$ cat config.mk
export PLATFORM = sky130hd
export DESIGN_NAME = parity_stream_sched
export DESIGN_NICKNAME = d
export VERILOG_FILES = /design/src/rtl/parity_pkg.sv /design/src/rtl/parity16.sv /design/src/rtl/parity_stream_sched.sv
export SDC_FILE = /design/constraint.sdc
export NUM_CORES = 1
export LEC_CHECK = 0
export ABC_CLOCK_PERIOD_IN_PS = 3500
export CAP_MARGIN = 10
export CELL_PAD_IN_SITES_DETAIL_PLACEMENT = 2
export CELL_PAD_IN_SITES_GLOBAL_PLACEMENT = 2
export CORE_ASPECT_RATIO = 1.1
export CORE_UTILIZATION = 26
export CTS_BUF_LIST = sky130_fd_sc_hd__clkbuf_8
export CTS_CLUSTER_SIZE = 40
export DETAILED_ROUTE_END_ITERATION = 6
export PLACE_DENSITY = 0.85
export REMOVE_ABC_BUFFERS = 1
export SLEW_MARGIN = 20
export SYNTH_ARGS = -nofsm -noshare
export SYNTH_HDL_FRONTEND = slang
export SYNTH_SLANG_ARGS = --single-unit
$ cat constraint.sdc
create_clock -name clk -period 3.5 [get_ports clk]
set_input_delay 1.05 -clock clk [delete_from_list [all_inputs] [get_ports clk]]
set_output_delay 1.05 -clock clk [all_outputs]
set_load 0.05 [all_outputs]
$ cat src/rtl/parity_pkg.sv
// Shared types and helpers for the parity stream scheduler: FSM encoding,
// beat width and the wrap-around round-robin priority pick.
package parity_pkg;

  localparam int DATA_W    = 16;
  localparam int MAX_REQ   = 8;
  localparam int MAX_REQ_W = 3;

  typedef enum logic [1:0] {
    IDLE  = 2'd0,
    GRANT = 2'd1,
    DONE  = 2'd2
  } state_e;

  // First set index at or after ptr, wrapping at nreq; returns ptr when none set.
  function automatic int rr_pick(input logic [MAX_REQ-1:0] valid, input int ptr, input int nreq);
    int   sel;
    int   idx;
    logic found;
    sel   = ptr;
    found = 1'b0;
    for (int i = 0; i < MAX_REQ; i++) begin
      idx = ptr + i;
      if (idx >= nreq) begin
        idx = idx - nreq;
      end
      if ((i < nreq) && !found && valid[idx[MAX_REQ_W-1:0]]) begin
        sel   = idx;
        found = 1'b1;
      end
    end
    return sel;
  endfunction

endpackage

$ cat src/rtl/parity16.sv
// Combinational 16-bit even-parity evaluator shared by all requesters.
module parity16
  import parity_pkg::*;
(
  input  logic [DATA_W-1:0] d_i,
  output logic              p_o
);

  assign p_o = ^d_i;

endmodule

$ cat src/rtl/parity_stream_sched.sv
// Round-robin scheduler that locks one requester per message, XOR-accumulates
// beat parity through a single shared evaluator and returns a tagged result.
module parity_stream_sched
  import parity_pkg::*;
#(
  parameter int NREQ   = 4,
  parameter int BEAT_W = 8,
  parameter bit ODD    = 1'b0,
  localparam int ID_W  = (NREQ > 1) ? $clog2(NREQ) : 1
) (
  input  logic                     clk,
  input  logic                     rst_n,
  input  logic [NREQ-1:0]          req_valid,
  input  logic [NREQ*DATA_W-1:0]   req_data,
  input  logic [NREQ-1:0]          req_last,
  output logic [NREQ-1:0]          req_ready,
  output logic                     res_valid,
  input  logic                     res_ready,
  output logic                     res_parity,
  output logic [ID_W-1:0]          res_id,
  output logic [BEAT_W-1:0]        res_beats,
  output logic                     res_sat
);

  localparam logic [BEAT_W-1:0] CNT_MAX = {BEAT_W{1'b1}};
  localparam logic [NREQ-1:0]   ONE_HOT0 = {{(NREQ-1){1'b0}}, 1'b1};

  state_e              state_q;
  logic [ID_W-1:0]     rr_ptr_q;
  logic [ID_W-1:0]     grant_q;
  logic                acc_q;
  logic [BEAT_W-1:0]   cnt_q;
  logic                sat_q;
  logic [NREQ-1:0]     req_ready_q;
  logic                res_valid_q;
  logic                res_parity_q;
  logic [ID_W-1:0]     res_id_q;
  logic [BEAT_W-1:0]   res_beats_q;
  logic                res_sat_q;

  logic [MAX_REQ-1:0]  valid_ext_s;
  logic [ID_W-1:0]     pick_s;
  logic [ID_W-1:0]     next_ptr_s;
  logic [DATA_W-1:0]   gnt_data_s;
  logic                gnt_valid_s;
  logic                gnt_last_s;
  logic                beat_par_s;
  logic                acc_d;
  logic [BEAT_W-1:0]   cnt_d;
  logic                sat_d;

  // Arbitration pick and grant-side beat mux.
  always_comb begin
    valid_ext_s              = {MAX_REQ{1'b0}};
    valid_ext_s[NREQ-1:0]    = req_valid;
    pick_s                   = ID_W'(rr_pick(valid_ext_s, int'(rr_ptr_q), NREQ));
    next_ptr_s               = (grant_q == ID_W'(NREQ - 1)) ? {ID_W{1'b0}} : grant_q + ID_W'(1);
    gnt_data_s               = {DATA_W{1'b0}};
    for (int r = 0; r < NREQ; r++) begin
      gnt_data_s = (grant_q == ID_W'(r)) ? req_data[r*DATA_W +: DATA_W] : gnt_data_s;
    end
    gnt_valid_s              = req_valid[grant_q];
    gnt_last_s               = req_last[grant_q];
  end

  parity16 u_par (
    .d_i (gnt_data_s),
    .p_o (beat_par_s)
  );

  // Accumulator and saturating beat counter as they stand after this beat.
  always_comb begin
    acc_d = acc_q ^ beat_par_s;
    if (cnt_q == CNT_MAX) begin
      cnt_d = cnt_q;
      sat_d = 1'b1;
    end else begin
      cnt_d = cnt_q + BEAT_W'(1);
      sat_d = sat_q;
    end
  end

  // Message FSM with all outputs registered.
  always_ff @(posedge clk) begin
    if (!rst_n) begin
      state_q      <= IDLE;
      rr_ptr_q     <= {ID_W{1'b0}};
      grant_q      <= {ID_W{1'b0}};
      acc_q        <= 1'b0;
      cnt_q        <= {BEAT_W{1'b0}};
      sat_q        <= 1'b0;
      req_ready_q  <= {NREQ{1'b0}};
      res_valid_q  <= 1'b0;
      res_parity_q <= 1'b0;
      res_id_q     <= {ID_W{1'b0}};
      res_beats_q  <= {BEAT_W{1'b0}};
      res_sat_q    <= 1'b0;
    end else begin
      case (state_q)
        IDLE: begin
          req_ready_q <= {NREQ{1'b0}};
          if (|req_valid) begin
            grant_q     <= pick_s;
            req_ready_q <= ONE_HOT0 << pick_s;
            acc_q       <= 1'b0;
            cnt_q       <= {BEAT_W{1'b0}};
            sat_q       <= 1'b0;
            state_q     <= GRANT;
          end
        end
        GRANT: begin
          if (gnt_valid_s) begin
            acc_q <= acc_d;
            cnt_q <= cnt_d;
            sat_q <= sat_d;
            // Last beat: result reflects this beat, grant released at once.
            if (gnt_last_s) begin
              req_ready_q  <= {NREQ{1'b0}};
              res_valid_q  <= 1'b1;
              res_parity_q <= acc_d ^ ODD;
              res_id_q     <= grant_q;
              res_beats_q  <= cnt_d;
              res_sat_q    <= sat_d;
              state_q      <= DONE;
            end
          end
        end
        DONE: begin
          if (res_ready) begin
            res_valid_q <= 1'b0;
            rr_ptr_q    <= next_ptr_s;
            state_q     <= IDLE;
          end
        end
        default: begin
          req_ready_q <= {NREQ{1'b0}};
          res_valid_q <= 1'b0;
          state_q     <= IDLE;
        end
      endcase
    end
  end

  assign req_ready  = req_ready_q;
  assign res_valid  = res_valid_q;
  assign res_parity = res_parity_q;
  assign res_id     = res_id_q;
  assign res_beats  = res_beats_q;
  assign res_sat    = res_sat_q;

endmodule

==> qor.csv <==
stage,metric,value,unit
final_layout,layout cells sized above 1,0.0741,
timing,Max Slew Vio Count,0,
pwr,Power Dens Cells,399,nW/um^2
placed_design,GPL Wtd Cong,0.802,
worst_setup_path,Worst setup EP type,register,
floorplanning,area of the core,9400,um^2
drt,drt first pass iters,4,
synthesis,simple-gate area share of the yosys netlist,0.184,
cts,H-tree Lvls,2,
synthesis,multiplexer share of the synthesized area,0.0602,
worst_setup_path,CP required,3740,ps
min_path,hold crit path type,reg2reg,
final_layout,Finished Layout Cells,495,
final_layout,Final #Nets,458,
cts,# resized after CTS,0,
timing,final hold viol count,0,
global_routing,largest net degree at the start of global routing,24,
worst_setup_path,critical path class,in2reg,
global_routing,global router's overall resource usage,0.179,
timing,final cycle utilization of the critical path,0.881,
placed_design,Port-buffer cells,91,
synthesis,Mapped Area,2530,um^2
synthesis,Synth Area in Adders,0.0296,
worst_setup_path,crit path DAT,3320,ps
placed_design,placed instance area,3530,um^2
pwr,Pwr Total,1460,uW
timing,worst slew pin tran,628,ps
drt,DRC,0,
pwr,maximum VDD drop,0.144,mV
global_routing,initial antenna violation count,0,
final_layout,area grow syn2layout,43.8,%
worst_setup_path,crit path launch type,input port,
synthesis,"Top FF cell, synth",dfxtp_1,
synthesis,share of async-settable or async-resettable flops after synthesis,0,
drt,Vias,2610,
synthesis,Synth top area share,0.261,
floorplanning,Rows,37,
synthesis,combinational family with the most area after synthesis,compound AO/OA/AOI/OAI gates,
drt,Wirelength per Cell,16.8,um
drt,Via density,5.27,
cts,clock root buffer,clkbuf_8,
synthesis,Synth Area in Compound Gates,0.264,
timing,setup violators final,0,
synthesis,largest area contributor in the synthesized netlist,dfxtp_1,
floorplanning,die width,96.1,um
timing,FMAX,324,MHz
cts,Post-CTS Hold Buffers,0,
drt,DRT Wirelength,8330,um
cts,CTS Buffer Depth,2,
outcome,status,"complete, no violations",
synthesis,xor/xnor share of the synthesized area,0.155,
floorplanning,# IOs,92,
final_layout,antenna cell count,0,
pwr,leakage power,0.00135,uW
synthesis,synthesis warning total,0,
cts,Clock Latency Late Sink,290,ps
cts,CTS buffer count,5,
final_layout,post-route cell area,3640,um^2
synthesis,synth top area cells,"dfxtp_1 26%, xor2_1 9.0%, xnor2_1 5.9%",
timing,shortest period the worst path allows,3080,ps
global_routing,global route overflow,0,
synthesis,Post-synth EDFFs,0,
synthesis,post-synthesis cell count,292,
drt,post-route ant nets,0,
cts,CTS sink cnt,33,
synthesis,Unique masters post-synth,53,
floorplanning,Chip Height,106,um
cts,clk slew on worst S/H paths,80,ps
synthesis,"Seq/Total Area, Yosys",0.261,
drt,initial DRC count,54,
timing,total negative slack,0,ps
final_layout,filler instances,1056,
global_routing,first-pass GRT wire length,14100,um
timing,Max-slew headroom,0.581,
floorplanning,full die area,10100,um^2
synthesis,Yosys reg bits,33,
worst_setup_path,crit path max fanout,2,
floorplanning,Initial Util,0.270,
synthesis,"Avg Cell Area, Syn",8.68,um^2
timing,Clock Skew,6.16,ps
placed_design,Cells after DPL,487,
placed_design,dpl hpwl,6900,um
timing,RSZ-0062 raised after global routing,false,
cts,post-CTS setup buffer count,0,
job,maxcap violations,0,
global_routing,vias in the first global route,2915,
cts,TritonCTS clock tree,built,
## layout make-up
cell class	count	area, um^2	area share
multi-input combinational	236	1760	0.482
timing repair buffer	95	941	0.258
sequential	33	661	0.181
tap	117	146	0.0402
clock buffer	6	82.6	0.0227
clock inverter	2	33.8	0.00928
inverter	6	22.5	0.00618
## cells in the mapped netlist (5+ instances only)
master and instances:
ha_1 6, a21boi_0 8, xnor2_1 17, clkbuf_1 12
dfxtp_1 33, nor2_1 8, and2_1 7, a21oi_1 16
inv_1 6, o211ai_1 5, nor3_1 5, a211oi_1 6
nor2b_1 11, nand3_1 6, nand2_1 26, xor2_1 26
o21ai_0 12, o211a_1 6
## worst max-delay path, cell delays in order
cell and delay (ps):
clkdlybuf4s50_1 420, xor2_1 190, a221oi_1 450, o211ai_1 170
a211oi_1 300, nor3_1 110, or4_1 540, nand3_1 100
## per-layer routing
| metal | GRT usage | part of all wire |
|---|---|---|
| met5 | 0 | 0 |
| met4 | 0.0576 | 0.021 |
| met3 | 0.0303 | 0.032 |
| met2 | 0.326 | 0.54 |
| met1 | 0.208 | 0.40 |
## kinds of logic after synthesis
kind of cell	after synthesis
AOI/OAI and AO/OA	89
adders and majority gates	6
muxes	10
xor gates and xnor gates	44
and+or+nand+nor	87
DFF	33
buffers and inverters	23
## cell usage in the layout (no fill, tap or decap), drive strengths merged, types with 8 or more instances in the layout
cell type,n
clkdlybuf4s50,91
a21boi,8
o21ai,13
nor2,8
nor2b,12
nand2,26
a21oi,16
dfxtp,33
xnor2,17
xor2,27
## path summary, 6_finish.rpt
kind	from	to	slack, ps	depth (start not counted)
hold reg to reg	res_beats[0]	res_beats[0]	470	2
setup / recovery	req_data[18]	acc_q	420	8
setup reg to reg	grant_q[1]	acc_q	630	9
hold / removal	res_beats[0]	res_beats[0]	470	2
## through the flow
stage / hold slack (ps) / setup slack [ps] / utilization
after floorplan: 498 / 828 / -
after global placement: 451 / 259 / 0.375
after detailed placement: 469 / 88.6 / 0.375
after CTS: 480 / 413 / 0.388
after global routing: 490 / 263 / 0.388
final: 473 / 416 / 0.388
## where the power goes
group	switching (uW)	internal [uW]
Clock	151	229
Combinational	351	296
Sequential	25.8	402
## flip-flops by register name, summed over array words and instances (netlist names)
register    cells
acc_q           1
cnt_q           8
grant_q         2
req_ready       4
res_beats       8
res_id          2
res_parity      1
res_sat         1
res_valid       1
rr_ptr_q        2
sat_q           1
state_q         2
Power figures use the tool's default switching activity.
